`src/rtl/pipe_hazard_ctrl.sv`:
```
// Hazard controller for the 5-stage RV32I pipeline: memory-wait freeze, taken-branch
// flush and load-use bubble in fixed priority, plus saturating stall/flush counters.
module pipe_hazard_ctrl #(
    parameter int BRANCH_PENALTY = 1,
    parameter int CNT_W          = 32
) (
    input  logic             clk,
    input  logic             rst,
    input  logic [4:0]       id_rs1,
    input  logic [4:0]       id_rs2,
    input  logic             id_use_rs1,
    input  logic             id_use_rs2,
    input  logic [4:0]       ex_wreg,
    input  logic             ex_regwrite,
    input  logic [1:0]       ex_memtoreg,
    input  logic             ex_branch_taken,
    input  logic             mem_req,
    input  logic             mem_ready,
    output logic             pc_keep,
    output logic             if_keep,
    output logic             if_flush,
    output logic             id_keep,
    output logic             id_nop,
    output logic             ex_keep,
    output logic [CNT_W-1:0] stall_cnt,
    output logic [CNT_W-1:0] flush_cnt,
    output logic             busy
);

    typedef enum logic [1:0] {RUN, MEM_WAIT, FLUSH} state_t;

    localparam logic [1:0] FLUSH_INIT = 2'(BRANCH_PENALTY - 1);

    state_t     state, state_nxt;
    logic [1:0] flush_left, flush_left_nxt;
    logic       resume_flush, resume_flush_nxt;
    logic       lu, freeze, bubble, lu_stall, branch_acc, run_eval, flush_step;

    always_comb begin
        lu = ex_regwrite && (ex_memtoreg == 2'b01) && (ex_wreg != 5'd0) &&
             ((id_use_rs1 && (id_rs1 == ex_wreg)) || (id_use_rs2 && (id_rs2 == ex_wreg)));
        state_nxt        = state;
        flush_left_nxt   = flush_left;
        resume_flush_nxt = resume_flush;
        freeze           = 1'b0;
        bubble           = 1'b0;
        lu_stall         = 1'b0;
        branch_acc       = 1'b0;
        run_eval         = 1'b0;
        flush_step       = 1'b0;

        case (state)
            RUN: begin
                if (mem_req && !mem_ready) begin
                    freeze           = 1'b1;
                    resume_flush_nxt = 1'b0;
                    state_nxt        = MEM_WAIT;
                end else begin
                    run_eval = 1'b1;
                end
            end
            MEM_WAIT: begin
                if (!mem_ready)
                    freeze = 1'b1;
                else if (resume_flush)
                    flush_step = 1'b1;
                else
                    run_eval = 1'b1;
            end
            FLUSH: begin
                // A memory stall mid-flush parks the remaining bubbles until the access completes.
                if (mem_req && !mem_ready) begin
                    freeze           = 1'b1;
                    resume_flush_nxt = 1'b1;
                    state_nxt        = MEM_WAIT;
                end else begin
                    flush_step = 1'b1;
                end
            end
            default: state_nxt = RUN;
        endcase

        if (run_eval) begin
            state_nxt = RUN;
            if (ex_branch_taken) begin
                bubble     = 1'b1;
                branch_acc = 1'b1;
                if (BRANCH_PENALTY > 1) begin
                    flush_left_nxt = FLUSH_INIT;
                    state_nxt      = FLUSH;
                end
            end else if (lu) begin
                lu_stall = 1'b1;
            end
        end

        if (flush_step) begin
            bubble         = 1'b1;
            flush_left_nxt = flush_left - 2'd1;
            state_nxt      = (flush_left <= 2'd1) ? RUN : FLUSH;
        end
    end

    assign pc_keep  = rst && (freeze || lu_stall);
    assign if_keep  = rst && (freeze || lu_stall);
    assign if_flush = rst && bubble;
    assign id_keep  = rst && freeze;
    assign id_nop   = rst && (bubble || lu_stall);
    assign ex_keep  = rst && freeze;
    assign busy     = rst && (state != RUN);

    always_ff @(posedge clk) begin
        if (!rst) begin
            state        <= RUN;
            flush_left   <= 2'd0;
            resume_flush <= 1'b0;
            stall_cnt    <= '0;
            flush_cnt    <= '0;
        end else begin
            state        <= state_nxt;
            flush_left   <= flush_left_nxt;
            resume_flush <= resume_flush_nxt;
            if (pc_keep && (stall_cnt != '1))
                stall_cnt <= stall_cnt + CNT_W'(1);
            if (branch_acc && (flush_cnt != '1))
                flush_cnt <= flush_cnt + CNT_W'(1);
        end
    end

endmodule

```
`config.mk`:
```
export PLATFORM = sky130hd
export DESIGN_NAME = pipe_hazard_ctrl
export DESIGN_NICKNAME = d
export VERILOG_FILES = /design/src/rtl/pipe_hazard_ctrl.sv
export SDC_FILE = /design/constraint.sdc
export NUM_CORES = 1
export LEC_CHECK = 0
export BUFFER_PORTS_ARGS = -buffer_cell sky130_fd_sc_hd__buf_2
export CORE_MARGIN = 2
export CORE_UTILIZATION = 35
export DETAILED_ROUTE_END_ITERATION = 8
export HOLD_SLACK_MARGIN = 0.03
export PLACE_DENSITY = 0.53
export SYNTH_ARGS = -nofsm -noshare
export SYNTH_HDL_FRONTEND = slang
export SYNTH_SLANG_ARGS = --single-unit
```
`constraint.sdc`:
```
create_clock -name clk -period 6.55 [get_ports clk]
set_input_delay 1.6375 -clock clk [delete_from_list [all_inputs] [get_ports clk]]
set_output_delay 1.6375 -clock clk [all_outputs]
set_load 0.02 [all_outputs]
```
==> impl_metrics.tcl <==
set metrics [dict create \
    synth_most_common_cell "dfxtp_1" \
    drcViolationCount 0 \
    synthArstFlopShare_pct 0 \
    postCtsSetupBuffers 0 \
    core_um2 10800 \
    yosysUniqueCellTypes 53 \
    fin_crit_ns 5.21 \
    grt_pass1_vias 3450 \
    die_area_um2 11900 \
    netlist_top_cells_count "dfxtp_1 (69), nor2_1 (38), nand2_1 (35)" \
    max_freq_ghz 0.192 \
    power_density_nw_per_um2 185 \
    wl_per_cell_um 14.5 \
    path_clk_slew_ns 0.07 \
    via_per_inst 5.34 \
    fill_cells 1105 \
    place_ws_ns 1.24 \
    period_share_pct 79.5 \
    routed_wl_um 9950 \
    drtIter0Drc 137 \
    skew_ns 0.00808 \
    grt_usage_pct 17.6 \
    dr.pass1.iters 4 \
    antenna_found_initial 0 \
    grt_max_degree 51 \
    status "completed" \
    ys_seq_area_share_pct 35.7 \
    synth.mux.area_fraction_pct 3.36 \
    rsz0062_at_grt "false" \
    cts_tree "built" \
    cts.sinks 69 \
    dieHeight_um 109 \
    yosys_most_used_dff "dfxtp_1" \
    synth_fa_ha_area_share_pct 2.26 \
    synth_top_cell_by_area "dfxtp_1" \
    final-hold-violation-count 0 \
    antennaDiodeCount 0 \
    cts-resized-gates 0 \
    cts_buffer_depth 2 \
    die_x_um 109 \
    cts_buffers 9 \
    setup_viol 0 \
    nNetsFinal 571 \
    port_buffers 95 \
    tightest_slew_ns 0.876 \
    hold_buffers 0 \
    synth_top_cell_area_share_pct 35.7 \
    h-tree-depth 3 \
    worst_hold_path_type "reg -> reg" \
    insertion_delay_ns 0.36 \
    synth_edf_count 0 \
    yosys.area_share.simple_pct 33.1 \
    io_pins 96 \
    syn_inst 455 \
    syn2layout_area_growth_pct 18.9 \
    synth_area_leaders "dfxtp_1 (36%), xnor2_1 (4.5%), xor2_1 (4.1%)" \
    setup_tns_ns 0 \
    grt_pass1_wl_um 16500 \
    vias 3651 \
    crit_fanout 26 \
    synth_compound_area_share_pct 12.1 \
    irDropWorstVdd_v 0.000107 \
    synth_nets 487 \
    startpoint_type "input pin" \
    yosysWarnings 0 \
    netlist_area_um2 3870 \
    cp_data_arrival_time_ns 3.57 \
    synth_top_family_by_area "simple AND/OR/NAND/NOR gates" \
    maxCapViolCount 0 \
    cts-root-buf "clkbuf_8" \
    cp.required_ns 4.91 \
    leakagePower_nw 1.81 \
    criticalPathCategory "in -> out" \
    max_slew_margin_pct 41.4 \
    synth-seq-cells 69 \
    initial_core_util_pct 35.9 \
    place_hpwl_um 7000 \
    cp-end-kind "primary output" \
    slew_viol_final 0 \
    rows 38 \
    syn_area_per_cell_um2 8.51 \
    synth-xor-area-share_pct 8.60 \
    postRouteAntennaNets 0 \
    overflow 0 \
    fin_ws_ns 1.34 \
    drive_above_1_share_pct 23.2 \
    place_congestion 0.796 \
]
[cell families after synthesis]
family / Yosys count
multiplexers: 13
buffers and inverters: 33
XOR/XNOR: 38
AND/OR/NAND/NOR: 226
adder cells (fa/ha/maj): 7
flip-flops: 69
AO/OA/AOI/OAI: 69
[power breakdown]
group / internal (W) / leakage [nW] / total (W) / switching (W)
Combinational: 0.0000192 / 1.14 / 0.0000530 / 0.0000338
Clock: 0.000205 / 0.112 / 0.000375 / 0.000170
Sequential: 0.000421 / 0.556 / 0.000423 / 0.00000259
[critical path, cell delays in order]
cell and delay (ns):
buf_2 0.39, clkinv_1 0.68, nor4_4 0.50, a21oi_4 0.07, inv_2 0.10, buf_2 0.17
[layer usage]
| metal | global-route usage, % | vias to the layer above | part of all wire [%] |
|---|---|---|---|
| li1 | - | 1839 | - |
| met1 | 22.1 | 1721 | 48 |
| met2 | 28.7 | 81 | 46 |
| met3 | 4.96 | 10 | 4.8 |
| met4 | 6.33 | 0 | 1.2 |
| met5 | 0 | - | 0 |
[flip-flops by register name, summed over array words and instances (netlist names)]
| signal | cells |
|---|---|
| flush_cnt | 32 |
| state | 2 |
| resume_flush | 1 |
| stall_cnt | 32 |
| flush_left | 2 |
[cell usage in the layout, fill, tap and decap left out, types with 6 or more instances in the layout]
cell,n
nand2_1,35
a21oi_1,25
and4_1,6
nand3_1,30
nand4_1,23
xor2_1,18
inv_1,6
or4_1,16
dfxtp_1,69
o31ai_1,15
mux2i_1,13
clkbuf_8,12
nor4_1,11
xnor2_1,20
ha_1,7
or3_1,6
nor2_1,38
buf_2,95
nor3_1,8
and2_1,6
nand2b_1,12
and3_1,15
[through the flow]
| stage | util (%) | power, W | hold slack, ns | instances | cell area [um^2] |
|---|---|---|---|---|---|
| after global routing | 42.7 | 0.000893 | 0.511 | 684 | 4600 |
| after global placement | 40.7 | 0.000486 | 0.461 | 668 | 4390 |
| after CTS | 42.7 | 0.000869 | 0.496 | 684 | 4600 |
| after detailed placement | 40.7 | 0.000487 | 0.486 | 668 | 4390 |
| final | 42.7 | 0.000852 | 0.495 | 684 | 4600 |
| after floorplan | - | 0.000468 | 0.483 | 455 | 3870 |
[worst paths after layout]
check,slack [ns],cells past startpoint,from,end
worst max-delay path,1.34,6,rst,pc_keep
worst min-delay path,0.49,2,stall_cnt[27],stall_cnt[27]
worst max register to register,3.68,8,stall_cnt[0],stall_cnt[11]
worst min register to register,0.49,2,stall_cnt[27],stall_cnt[27]
[layout make-up]
| cell class | count | area [um^2] | share of cell area, % |
|---|---|---|---|
| well taps | 140 | 175 | 3.81 |
| repair buffers | 98 | 498 | 10.8 |
| clock buffers | 12 | 165 | 3.59 |
| clock inverters | 4 | 45.0 | 0.979 |
| multi-input cells | 353 | 2310 | 50.1 |
| inverters | 8 | 30.0 | 0.652 |
| flip-flops and latches | 69 | 1380 | 30.0 |
Note: power is estimated with default switching activity, not from simulation.
